[src/rtl/serial_sum_collector_if.sv]
// Valid/ready word bus between the collector and its consumer.
// The master drives data/valid; the slave returns ready.
interface serial_sum_collector_if #(
  parameter int WIDTH = 3
);
  logic [WIDTH-1:0] m_data;
  logic             m_valid;
  logic             m_ready;

  modport master (
    output m_data,
    output m_valid,
    input  m_ready
  );

  modport slave (
    input  m_data,
    input  m_valid,
    output m_ready
  );
endinterface

[src/rtl/serial_sum_collector.sv]
// Serial MSB-first frame deserializer feeding a small word FIFO.
// Optional guard-bit check after the LSB: define FRAME_CHECK_EN.
module serial_sum_collector #(
  parameter int WIDTH = 3,
  parameter int DEPTH = 4,
  parameter int AW    = 2
) (
  input  logic clk,
  input  logic rst,
  input  logic en_i,
  input  logic ser_i,
  serial_sum_collector_if.master m,
  output logic busy,
  output logic overflow,
  output logic frame_err
);
  localparam int CW = $clog2(WIDTH + 1);

`ifdef FRAME_CHECK_EN
  typedef enum logic [1:0] {
    S_IDLE, S_CAPTURE, S_GUARD
  } state_t;
`else
  typedef enum logic [1:0] {
    S_IDLE, S_CAPTURE
  } state_t;
`endif

  state_t           r_state, w_state_nx;
  logic [CW-1:0]    r_cnt, w_cnt_nx;
  logic [WIDTH-1:0] r_shift, w_shift_nx;
  logic [WIDTH-1:0] w_word, w_push_data;
  logic             w_push, w_pop;
  logic             w_full, w_wr;
  logic             w_err_nx;

  logic [WIDTH-1:0] r_mem [DEPTH];
  logic [AW-1:0]    r_wr_ptr, r_rd_ptr;
  logic [AW:0]      r_count;
  logic             r_overflow, r_frame_err;

  assign w_word = {r_shift[WIDTH-2:0], ser_i};

  always_comb begin
    w_state_nx  = r_state;
    w_cnt_nx    = r_cnt;
    w_shift_nx  = r_shift;
    w_push      = 1'b0;
    w_push_data = w_word;
    w_err_nx    = 1'b0;
    unique case (r_state)
      S_IDLE: begin
        if (en_i) begin
          w_shift_nx = {{(WIDTH-1){1'b0}}, ser_i};
          w_cnt_nx   = CW'(1);
          w_state_nx = S_CAPTURE;
        end
      end
      S_CAPTURE: begin
        w_shift_nx = w_word;
        w_cnt_nx   = r_cnt + CW'(1);
        if (r_cnt == CW'(WIDTH - 1)) begin
          w_cnt_nx = '0;
`ifdef FRAME_CHECK_EN
          w_state_nx = S_GUARD;
`else
          w_push     = 1'b1;
          w_state_nx = S_IDLE;
`endif
        end
      end
`ifdef FRAME_CHECK_EN
      // Upstream idles the line high, so a 0 here means a broken frame.
      S_GUARD: begin
        w_state_nx  = S_IDLE;
        w_push_data = r_shift;
        if (ser_i) w_push   = 1'b1;
        else       w_err_nx = 1'b1;
      end
`endif
      default: w_state_nx = S_IDLE;
    endcase
  end

  always_ff @(posedge clk or posedge rst) begin
    if (rst) begin
      r_state <= S_IDLE;
      r_cnt   <= '0;
      r_shift <= '0;
    end else begin
      r_state <= w_state_nx;
      r_cnt   <= w_cnt_nx;
      r_shift <= w_shift_nx;
    end
  end

  assign w_full = (r_count == (AW+1)'(DEPTH));
  assign w_pop  = (r_count != '0) && m.m_ready;
  // A pop on the same edge frees the slot for a push into a full FIFO.
  assign w_wr   = w_push && (!w_full || w_pop);

  always_ff @(posedge clk or posedge rst) begin
    if (rst) begin
      for (int i = 0; i < DEPTH; i++) r_mem[i] <= '0;
      r_wr_ptr   <= '0;
      r_rd_ptr   <= '0;
      r_count    <= '0;
      r_overflow <= 1'b0;
    end else begin
      if (w_wr) begin
        r_mem[r_wr_ptr] <= w_push_data;
        r_wr_ptr        <= r_wr_ptr + AW'(1);
      end
      if (w_pop) r_rd_ptr <= r_rd_ptr + AW'(1);
      if (w_wr && !w_pop)      r_count <= r_count + (AW+1)'(1);
      else if (!w_wr && w_pop) r_count <= r_count - (AW+1)'(1);
      if (w_push && !w_wr) r_overflow <= 1'b1;
    end
  end

`ifdef FRAME_CHECK_EN
  always_ff @(posedge clk or posedge rst) begin
    if (rst) r_frame_err <= 1'b0;
    else     r_frame_err <= w_err_nx;
  end
`else
  assign r_frame_err = 1'b0;
`endif

  assign m.m_data  = r_mem[r_rd_ptr];
  assign m.m_valid = (r_count != '0);
  assign busy      = (r_state != S_IDLE);
  assign overflow  = r_overflow;
  assign frame_err = r_frame_err;
endmodule
[src/flat_wrapper.sv]
// flat-port wrapper written by rule: the top's interface ports become plain ports
module serial_sum_collector_flat 
#(
  parameter int WIDTH = 3,
  parameter int DEPTH = 4,
  parameter int AW    = 2
)
  (clk, rst, en_i, ser_i, busy, overflow, frame_err, m_m_data, m_m_valid, m_m_ready);
  serial_sum_collector_if #(.WIDTH(WIDTH)) m_i ();
  input  logic clk;
  input  logic rst;
  input  logic en_i;
  input  logic ser_i;
  output logic busy;
  output logic overflow;
  output logic frame_err;
  output wire logic [$bits(m_i.m_data)-1:0] m_m_data;
  output wire logic [$bits(m_i.m_valid)-1:0] m_m_valid;
  input wire logic [$bits(m_i.m_ready)-1:0] m_m_ready;
  assign m_m_data = m_i.m_data;
  assign m_m_valid = m_i.m_valid;
  assign m_i.m_ready = m_m_ready;
  serial_sum_collector #(.WIDTH(WIDTH), .DEPTH(DEPTH), .AW(AW)) u_core (.clk(clk), .rst(rst), .en_i(en_i), .ser_i(ser_i), .m(m_i), .busy(busy), .overflow(overflow), .frame_err(frame_err));
endmodule
[config.mk]
export PLATFORM = sky130hd
export DESIGN_NAME = serial_sum_collector_flat
export DESIGN_NICKNAME = d
export VERILOG_FILES = /design/src/rtl/serial_sum_collector_if.sv /design/src/rtl/serial_sum_collector.sv /design/src/flat_wrapper.sv
export SDC_FILE = /design/constraint.sdc
export NUM_CORES = 1
export LEC_CHECK = 0
export BUFFER_PORTS_ARGS = -buffer_cell sky130_fd_sc_hd__buf_2
export CAP_MARGIN = 20
export CELL_PAD_IN_SITES_DETAIL_PLACEMENT = 1
export CELL_PAD_IN_SITES_GLOBAL_PLACEMENT = 2
export CORE_ASPECT_RATIO = 1.1
export CORE_MARGIN = 4
export CORE_UTILIZATION = 43
export CTS_CLUSTER_DIAMETER = 100
export DETAILED_ROUTE_END_ITERATION = 7
export PLACE_DENSITY = 0.93
export SETUP_SLACK_MARGIN = 0.5
export SKIP_CTS_REPAIR_TIMING = 1
export SLEW_MARGIN = 20
export SYNTH_ARGS = -nofsm -noshare
export SYNTH_HDL_FRONTEND = slang
export SYNTH_SLANG_ARGS = --single-unit
[constraint.sdc]
create_clock -name clk -period 7.2 [get_ports clk]
set_clock_uncertainty 0.1 [all_clocks]
set_input_delay 1.44 -clock clk [delete_from_list [all_inputs] [get_ports clk]]
set_output_delay 1.44 -clock clk [all_outputs]
set_load 0.01 [all_outputs]
Word level (Yosys, flattened, before mapping)
Cells that the tools add are included.
- add/sub/neg operators: 5
- magnitude comparators: 3
- equality and inequality tests: 5
- muxes and demuxes: 17
- bitwise gates (word level): 2
- reductions and logical operators: 17
- operators by type and width (kind ; count):
    two-way mux 3 bit ; 5
    bitwise mux 12 bit ; 1
    one-hot mux 2 bit (2 select lines) ; 3
    two-way mux 2 bit ; 4
    adder 2 x 1 -> 2 bit, second input constant ; 3
    binary-select mux 3 bit (select 2 bit) ; 1
    demux 3 bit (select 2 bit) ; 1
    greater-or-equal comparator 3 bit, second input constant ; 2
    logical AND 1 bit ; 6
    NOT 2 -> 3 bit ; 2
    nonzero test 2 bit ; 3
    AND reduction 2 bit ; 2
    adder 3 x 1 -> 3 bit, second input constant ; 1
    == test 3 bit, second input constant ; 1
    logical NOT 1 bit ; 3
    less-than comparator 3 x 1 -> 1 bit, second input constant ; 1
    nonzero test 3 bit ; 1
    subtractor 3 x 1 -> 3 bit, second input constant ; 1
    == test 2 x 1 -> 1 bit, second input constant ; 1
    == test 2 bit, second input constant ; 1
    logical NOT 2 bit ; 1
    two-way mux 1 bit ; 2
    inequality test 2 x 1 -> 1 bit, second input constant ; 1
    inequality test 2 bit, second input constant ; 1
    logical OR 1 bit ; 1
- register bits: 26
- input bits: 5
- output and inout port bits: 7
- word-level logic and storage cells: 60

Depth between registers and ports, before layout
Gate-level depths: netlist of run 1.
- depth after elaboration: 8
- depth in mapped cells: 9
- depth with buffers taken out: 8

Worst setup path after synthesis of run 1
No wires, ideal clock.
- path kind: input to register
- start: input port m_m_ready
- end: register u_core.r_count[1]
- library setup time: 125 ps
- arrival time: 3136 ps
- data required time: 6975 ps
- slack: 3839 ps
- stages: 7
- buffers on the path: 1
- cell sequence: or4b_4 buf_6 and2_4 ha_1 inv_1 fa_1 mux2_2
- longest elaborated chain between the ends: 6
- ends and longest elaborated chain (what ; line ; text):
    start: declaration ; flat_wrapper.sv:19 ; input wire logic [$bits(m_i.m_ready)-1:0] m_m_ready;
    logical AND 1 bit (*) ; serial_sum_collector.sv:98 ; assign w_pop = (r_count != '0) && m.m_ready;
    logical OR 1 bit (*) ; serial_sum_collector.sv:100 ; assign w_wr = w_push && (!w_full || w_pop);
    logical AND 1 bit (*) ; serial_sum_collector.sv:100 ;
    named net u_core.w_wr ; serial_sum_collector.sv:34 ; logic w_full, w_wr;
    logical NOT 1 bit ; serial_sum_collector.sv:116 ; else if (!w_wr && w_pop) r_count <= r_count - (AW+1)'(1);
    logical AND 1 bit ; serial_sum_collector.sv:116 ;
    nonzero test 2 bit (no source line) ; n/a ;
    end signal: assignment ; serial_sum_collector.sv:115 ; if (w_wr && !w_pop) r_count <= r_count + (AW+1)'(1);
    end signal: assignment ; serial_sum_collector.sv:116 ;
    end: declaration ; serial_sum_collector.sv:39 ; logic [AW:0] r_count;
Mark *: on every way through the listed nets, which the timed path passes. The rest lies on a longest branch.
A chain may end at the register's enable or synchronous reset.

Worst setup path in the final report of run 1
Ends and elaborated chain as after synthesis.

==> metrics.txt, run 1 <==
# TYPE chip_impl_metric gauge
chip_impl_info{name="status",value="finished, final reports clean"} 1
chip_impl_metric{name="ant_nets",unit=""} 0
chip_impl_info{name="cp-end-kind",value="flip-flop"} 1
chip_impl_metric{name="synthDistinctLibCells",unit=""} 26
chip_impl_metric{name="fin_nets",unit=""} 111
chip_impl_metric{name="via_count_of_the_first_global_routing_pass",unit=""} 774
chip_impl_metric{name="setup_violations",unit=""} 0
chip_impl_info{name="synth_area_leader_cell",value="dfrtp_1"} 1
chip_impl_metric{name="synth.top_cell.area_share",unit="%"} 50.76
chip_impl_metric{name="route.layer.met1.wl",unit="um"} 865
chip_impl_metric{name="final.period_utilization",unit="%"} 44.18
chip_impl_metric{name="area_delta_synth_final",unit="%"} 8.934
chip_impl_info{name="leading_cell_types_in_the_layout_fill_and_taps_excluded",value="dfrtp_1, mux2_1, buf_2"} 1
chip_impl_metric{name="timing_hold_violations_final",unit=""} 0
chip_impl_metric{name="h_tree_levels",unit=""} 1
chip_impl_metric{name="total_length_of_routed_met3_wires",unit="um"} 74
chip_impl_metric{name="synth_area",unit="um2"} 1232
chip_impl_metric{name="tritonroute_pass_1_iters",unit=""} 2
chip_impl_info{name="holdCritStartpoint",value="u_core.overflow"} 1
chip_impl_info{name="tritoncts",value="done"} 1
chip_impl_metric{name="initial_utilization",unit="%"} 44.77
chip_impl_metric{name="floorplan.core_area",unit="um2"} 2753
chip_impl_metric{name="drcViolationCount",unit=""} 0
chip_impl_info{name="hold_path.class",value="flip-flop to flip-flop"} 1
chip_impl_metric{name="synth-async-reset-ratio",unit="%"} 100.0
chip_impl_info{name="critPathLaunchType",value="input pin"} 1
chip_impl_metric{name="grt_antenna_before_repair",unit=""} 0
chip_impl_info{name="final_common_cell",value="dfrtp_1"} 1
chip_impl_info{name="clock-root-buffer",value="clkbuf_4"} 1
chip_impl_info{name="worstPathCellList",value="buf_2 > or4b_4 > and2_4 > ha_1 > inv_1 > fa_1 > mux2_2"} 1
chip_impl_metric{name="num_clock_sinks",unit=""} 25
chip_impl_metric{name="crit_fanout",unit=""} 7
chip_impl_metric{name="grt_remaining_overflow",unit=""} 0
chip_impl_metric{name="max_cap_violations",unit=""} 0
chip_impl_metric{name="met2WireLength",unit="mm"} 1.127
chip_impl_metric{name="clk-insertion-delay-late",unit="ns"} 0.33
chip_impl_metric{name="syn-num-nets",unit=""} 98
chip_impl_metric{name="cts_buffer_depth",unit=""} 2
chip_impl_info{name="maxUsedRoutingLayer",value="met4"} 1
chip_impl_metric{name="critPathMaxStageDelay",unit="ns"} 0.58
chip_impl_metric{name="rel_slew_slack",unit="%"} 65.84
chip_impl_metric{name="arrival",unit="ns"} 3.31
chip_impl_metric{name="drt_iter0_drc",unit=""} 2
chip_impl_metric{name="max_clock_freq",unit="MHz"} 314.4
chip_impl_metric{name="synth.yosys.warnings",unit=""} 0
chip_impl_metric{name="vias",unit=""} 689
chip_impl_info{name="worstSetupStartpoint",value="m_m_ready"} 1
chip_impl_metric{name="ys_seq_elements",unit=""} 25
chip_impl_metric{name="synth_seq_area_share",unit="%"} 50.76
chip_impl_metric{name="grt_max_degree",unit=""} 26
chip_impl_metric{name="total_leakage_power",unit="nW"} 0.6046
chip_impl_metric{name="cts.reportedPaths.clkPinSlew",unit="ns"} 0.14
chip_impl_metric{name="final_routed_wire_length_divided_by_cell_count",unit="um"} 16.09
chip_impl_metric{name="timing.final.max_slew_violations",unit=""} 0
chip_impl_metric{name="synth_edf_count",unit=""} 0
chip_impl_metric{name="share_of_layout_cells_above_drive_strength_1",unit="%"} 28.28
chip_impl_info{name="timing.setup.critical_path_class",value="input pin to flip-flop"} 1
chip_impl_metric{name="worst_slew_pin_slew",unit="ns"} 0.5124
chip_impl_metric{name="detailed_place_hpwl",unit="mm"} 1.687
chip_impl_metric{name="die_area",unit="um2"} 3788
chip_impl_info{name="postSynth.topFlopCell",value="dfrtp_1"} 1
chip_impl_metric{name="cts-buffers-inserted",unit=""} 3
chip_impl_metric{name="finalCriticalPeriod",unit="ns"} 3.181
chip_impl_metric{name="gp_routability_congestion",unit=""} 0.7069
chip_impl_metric{name="grtUsageTotal",unit="%"} 13.72
chip_impl_metric{name="worst_ir_drop_vdd",unit="mV"} 0.2285
chip_impl_metric{name="grt_pass1_wl",unit="mm"} 3.719
chip_impl_info{name="synthTopCellsByArea",value="dfrtp_1, mux2_1, nand3_4"} 1
chip_impl_metric{name="totalWireLength",unit="mm"} 2.124
chip_impl_metric{name="timing.critical_path.required",unit="ns"} 7.33
chip_impl_metric{name="insertedDiodeCount",unit=""} 0
chip_impl_metric{name="chipWidth",unit="um"} 59.05
chip_impl_metric{name="power.density",unit="nW/um2"} 418.4
chip_impl_metric{name="pin_count",unit=""} 12
chip_impl_metric{name="postLayoutCoreUtil",unit="%"} 48.77
chip_impl_metric{name="nFillCells",unit=""} 298
chip_impl_metric{name="totalNegativeSetupSlack",unit="ns"} 0
chip_impl_metric{name="synthesis.instances",unit=""} 87
chip_impl_info{name="crit-reg2reg-launch",value="u_core.r_state[0]"} 1
chip_impl_metric{name="die_height",unit="um"} 64.15
chip_impl_metric{name="post_drt_via_cell_ratio",unit=""} 5.220
chip_impl_metric{name="port-buffer-count",unit=""} 10
chip_impl_info{name="worst_path_max_delay_cell",value="or4b_4"} 1
chip_impl_info{name="grt_setup_unrepaired",value="no"} 1
chip_impl_metric{name="num_rows",unit=""} 20
chip_impl_metric{name="synthesis.area_per_instance",unit="um2"} 14.17
==> stage by stage <==
step                      power (mW)  cells  instance area, um2  hold slack, ns  worst slack, ns
after floorplan               0.4398     87                1232          0.3473            3.839
after global placement        0.4846    127                1297          0.3414            3.711
after detailed placement      0.5078    127                1297          0.3506            3.658
after CTS                     0.5739    131                1328          0.3860            4.021
after global routing          0.6098    132                1343          0.4111            3.994
final                         0.5617    132                1343          0.3806            4.019
==> worst max-delay path: cells and delay by family <==
family / cells / cell delay [ns]
fa+ha+maj: 2 / 0.63
buf+inv: 2 / 0.18
mux: 1 / 0.27
simple gates: 2 / 0.78
==> path summary, 6_finish.rpt <==
path / endpoint / slack, ns / cells past startpoint
setup / recovery: u_core.r_count[1] / 4.02 / 7
hold / removal: u_core.overflow / 0.38 / 1
setup reg to reg: u_core.r_count[2] / 4.71 / 8
hold reg to reg: u_core.overflow / 0.38 / 1
max in group asynchronous: u_core.r_wr_ptr[1] / 5.66 / 3
min in group asynchronous: u_core.r_count[2] / 0.92 / 2
==> state kept, by name (all words and copies together), names as in the netlist <==
name and flops:
u_core.r_rd_ptr 2, u_core.r_mem 12, u_core.r_count 3, u_core.r_shift 2, u_core.overflow 1, u_core.r_wr_ptr 2
u_core.r_state 1, u_core.r_cnt 2
==> cells by family after synthesis <==
family | after synthesis | share of synthesized area [%]
flops | 25 | 50.76
simple gates | 18 | 12.18
mux | 17 | 18.27
buf+inv | 8 | 3.655
fa+ha+maj | 6 | 6.701
compound gates | 6 | 3.249
xor+xnor | 6 | 4.874
other cells | 1 | 0.3043
==> Yosys cell counts (2+ instances only) <==
| library cell | n |
|---|---|
| ha_1 | 5 |
| xor2_1 | 2 |
| mux2_2 | 2 |
| xnor2_1 | 3 |
| nor2_1 | 3 |
| nand2_1 | 4 |
| mux2_1 | 12 |
| dfrtp_1 | 25 |
| inv_1 | 5 |
| nand3_4 | 4 |
| mux4_2 | 3 |
| o21ai_0 | 3 |
| nand3_1 | 2 |
| buf_4 | 2 |
==> per-layer routing <==
metal | track usage, % | vias to the layer above
li1 | - | 318
met1 | 16.47 | 354
met2 | 22.24 | 12
met3 | 3.030 | 5
met4 | 7.649 | 0
met5 | 0 | -
==> report_power, final <==
group / internal (mW) / switching (mW)
clock network: 0.0213 / 0.0444
registers: 0.207 / 0.0580
logic: 0.126 / 0.105
total: 0.354 / 0.207
==> cell type report <==
class | instances | area, um2 | share of cell area, %
sequential | 25 | 625.6 | 46.60
multi-input combinational | 54 | 561.8 | 41.85
timing repair buffer | 11 | 65.06 | 4.846
clock buffer | 3 | 22.52 | 1.678
tap | 33 | 41.29 | 3.075
inverter | 5 | 18.77 | 1.398
clock inverter | 1 | 7.507 | 0.5592
Power figures use the tool's default switching activity.
==> run 2: changes to the inputs <==
--- a/config.mk
+++ b/config.mk
@@ -11,10 +11,10 @@
 export CELL_PAD_IN_SITES_GLOBAL_PLACEMENT = 2
 export CORE_ASPECT_RATIO = 1.1
 export CORE_MARGIN = 4
-export CORE_UTILIZATION = 43
+export CORE_UTILIZATION = 36
 export CTS_CLUSTER_DIAMETER = 100
 export DETAILED_ROUTE_END_ITERATION = 7
-export PLACE_DENSITY = 0.93
+export PLACE_DENSITY = 0.84
 export SETUP_SLACK_MARGIN = 0.5
 export SKIP_CTS_REPAIR_TIMING = 1
 export SLEW_MARGIN = 20
==> constraint.sdc (replaced) <==
create_clock -name clk -period 2.7 [get_ports clk]
set_clock_uncertainty 0.1 [all_clocks]
set_input_delay 0.54 -clock clk [delete_from_list [all_inputs] [get_ports clk]]
set_output_delay 0.54 -clock clk [all_outputs]
set_load 0.01 [all_outputs]
==> run 2 against run 1 <==
Compared with the run above:
- sequential power rose to 2.6 times the previous value
- die area is 17% higher
- clock power grew to 2.6 times the previous value
- via count rose by 3.0%
- hold slack got worse by 0.25 ns
- sequential share of layout area fell by 1.7 points
- critical path depth fell by 1
- sequential cell count unchanged
- register-to-register slack worse by 4.2 ns
- global-route usage down 2.9 points
- non-clock buffer count grew 6
- critical path type is now flip-flop to flip-flop
- critical endpoint unchanged
==> metrics.txt, run 2 (synthesis gave the netlist of run 1 again) <==
# TYPE chip_impl_metric gauge
chip_impl_metric{name="fin_nets",unit=""} 117
chip_impl_metric{name="setup_violations",unit=""} 0
chip_impl_info{name="timing.setup.critical_path_class",value="flip-flop to flip-flop"} 1
chip_impl_metric{name="grt_antenna_before_repair",unit=""} 0
chip_impl_metric{name="grt_max_degree",unit=""} 26
chip_impl_metric{name="postLayoutCoreUtil",unit="%"} 42.46
chip_impl_metric{name="die_height",unit="um"} 69.37
chip_impl_metric{name="pin_count",unit=""} 12
chip_impl_info{name="crit-reg2reg-launch",value="u_core.r_count[0]"} 1
chip_impl_metric{name="cts_buffer_depth",unit=""} 2
chip_impl_info{name="cp-end-kind",value="flip-flop"} 1
chip_impl_metric{name="cts.reportedPaths.clkPinSlew",unit="ns"} 0.14
chip_impl_info{name="final_common_cell",value="dfrtp_1"} 1
chip_impl_metric{name="share_of_layout_cells_above_drive_strength_1",unit="%"} 38.10
chip_impl_metric{name="detailed_place_hpwl",unit="mm"} 1.679
chip_impl_info{name="worstSetupStartpoint",value="u_core.r_count[0]"} 1
chip_impl_metric{name="worst_ir_drop_vdd",unit="mV"} 0.3811
chip_impl_metric{name="fin_hold_ws",unit="ns"} 0.1283
chip_impl_info{name="r2r_end",value="u_core.r_count[1]"} 1
chip_impl_metric{name="finalCriticalPeriod",unit="ns"} 2.198
chip_impl_metric{name="number_of_flip_flops_in_the_largest_register",unit=""} 12
chip_impl_metric{name="num_rows",unit=""} 22
chip_impl_metric{name="total_leakage_power",unit="nW"} 0.6278
chip_impl_metric{name="ant_nets",unit=""} 0
chip_impl_metric{name="final_routed_wire_length_divided_by_cell_count",unit="um"} 15.18
chip_impl_metric{name="area_delta_synth_final",unit="%"} 13.81
chip_impl_info{name="critPathLaunchType",value="flip-flop"} 1
chip_impl_metric{name="totalNegativeSetupSlack",unit="ns"} 0
chip_impl_metric{name="port-buffer-count",unit=""} 10
chip_impl_metric{name="floorplan.core_area",unit="um2"} 3303
chip_impl_metric{name="initial_utilization",unit="%"} 37.31
chip_impl_metric{name="timing.critical_path.required",unit="ns"} 2.82
chip_impl_info{name="tritoncts",value="done"} 1
chip_impl_metric{name="drt_iter0_drc",unit=""} 13
chip_impl_metric{name="timing_hold_violations_final",unit=""} 0
chip_impl_metric{name="totalWireLength",unit="mm"} 2.140
chip_impl_metric{name="grtUsageTotal",unit="%"} 10.79
chip_impl_metric{name="max_clock_freq",unit="MHz"} 454.9
chip_impl_metric{name="power.density",unit="nW/um2"} 1110
chip_impl_info{name="largest-register",value="u_core.r_mem"} 1
chip_impl_metric{name="num_clock_sinks",unit=""} 25
chip_impl_metric{name="tritonroute_pass_1_iters",unit=""} 2
chip_impl_metric{name="power",unit="mW"} 1.557
chip_impl_metric{name="clk-insertion-delay-late",unit="ns"} 0.33
chip_impl_info{name="critical_path_destination",value="u_core.r_count[1]"} 1
chip_impl_metric{name="grt_remaining_overflow",unit=""} 0
chip_impl_metric{name="cts-buffers-inserted",unit=""} 3
chip_impl_metric{name="rr_worst_depth",unit=""} 6
chip_impl_metric{name="die_area",unit="um2"} 4424
chip_impl_info{name="leading_cell_types_in_the_layout_fill_and_taps_excluded",value="dfrtp_1, mux2_1, buf_2"} 1
chip_impl_metric{name="via_count_of_the_first_global_routing_pass",unit=""} 758
chip_impl_metric{name="final.period_utilization",unit="%"} 81.42
chip_impl_metric{name="nFillCells",unit=""} 369
chip_impl_metric{name="gp_routability_congestion",unit=""} 0.6465
chip_impl_metric{name="post_drt_via_cell_ratio",unit=""} 5.035
chip_impl_metric{name="grt_pass1_wl",unit="mm"} 3.615
chip_impl_info{name="hold_path.class",value="input pin to asynchronous set/reset pin"} 1
chip_impl_info{name="grt_setup_unrepaired",value="yes"} 1
chip_impl_info{name="clock-root-buffer",value="clkbuf_4"} 1
chip_impl_metric{name="vias",unit=""} 710
chip_impl_metric{name="arrival",unit="ns"} 2.32
chip_impl_info{name="reg.largest.list",value="u_core.r_mem (12), u_core.r_count (3)"} 1
chip_impl_metric{name="r2r_slack",unit="ns"} 0.50
chip_impl_metric{name="timing.final.max_slew_violations",unit=""} 0
chip_impl_metric{name="chipWidth",unit="um"} 63.79
chip_impl_metric{name="drcViolationCount",unit=""} 0
chip_impl_metric{name="max_cap_violations",unit=""} 0
chip_impl_info{name="status",value="finished, final reports clean"} 1
chip_impl_metric{name="insertedDiodeCount",unit=""} 0
chip_impl_metric{name="h_tree_levels",unit=""} 1
chip_impl_metric{name="crit_fanout",unit=""} 3
==> run 2: worst min-delay path by stage <==
| stage | startpoint | to | slack [ns] |
|---|---|---|---|
| 5_1_grt | rst | u_core.r_count[2] | 0.14 |
| 6_report | rst | u_core.r_count[2] | 0.13 |
| 2_1_floorplan | u_core.r_count[2] | u_core.r_count[2] | 0.35 |
| 3_3_place_gp | u_core.overflow | u_core.overflow | 0.35 |
| 4_1_cts | rst | u_core.r_count[2] | 0.13 |
| 3_5_place_dp | u_core.overflow | u_core.overflow | 0.35 |
==> run 2: area by class of cell <==
class                   instances  area (um2)  area share [%]
flip-flops and latches         25       629.4           44.87
clock inverters                 1       7.507          0.5352
repair buffers                 17       102.6           7.315
multi-input cells              54       576.8           41.12
well taps                      36       45.04           3.211
inverters                       5       18.77           1.338
clock buffers                   3       22.52           1.606
==> run 2: critical path, stage by stage (launching register included) <==
cell and delay, ns:
dfrtp_2 0.44, or4b_4 0.52, and2_4 0.17, ha_4 0.16, inv_2 0.04, fa_1 0.39
mux2_2 0.27
==> run 2: per-layer routing <==
metal	vias up	GRT usage (%)	share of wire, %
li1	330	-	-
met2	12	17.80	53
met5	-	0	0
met4	0	5.036	2.2
met1	363	13.19	42
met3	5	2.431	3.2
==> run 2: per-stage QoR <==
stage,cells,worst slack (ns),area [um2]
after CTS,137,0.4236,1366
after detailed placement,133,0.2659,1336
after global placement,133,0.3200,1336
final,141,0.5017,1403
after floorplan,87,0.3073,1249
after global routing,141,0.4323,1403
==> run 2: power by group <==
| part | total (mW) | internal (mW) | switching (mW) | leakage, nW |
|---|---|---|---|---|
| combinational | 0.681 | 0.384 | 0.296 | 0.315 |
| clock | 0.174 | 0.0567 | 0.117 | 0.0139 |
| sequential | 0.702 | 0.556 | 0.146 | 0.299 |
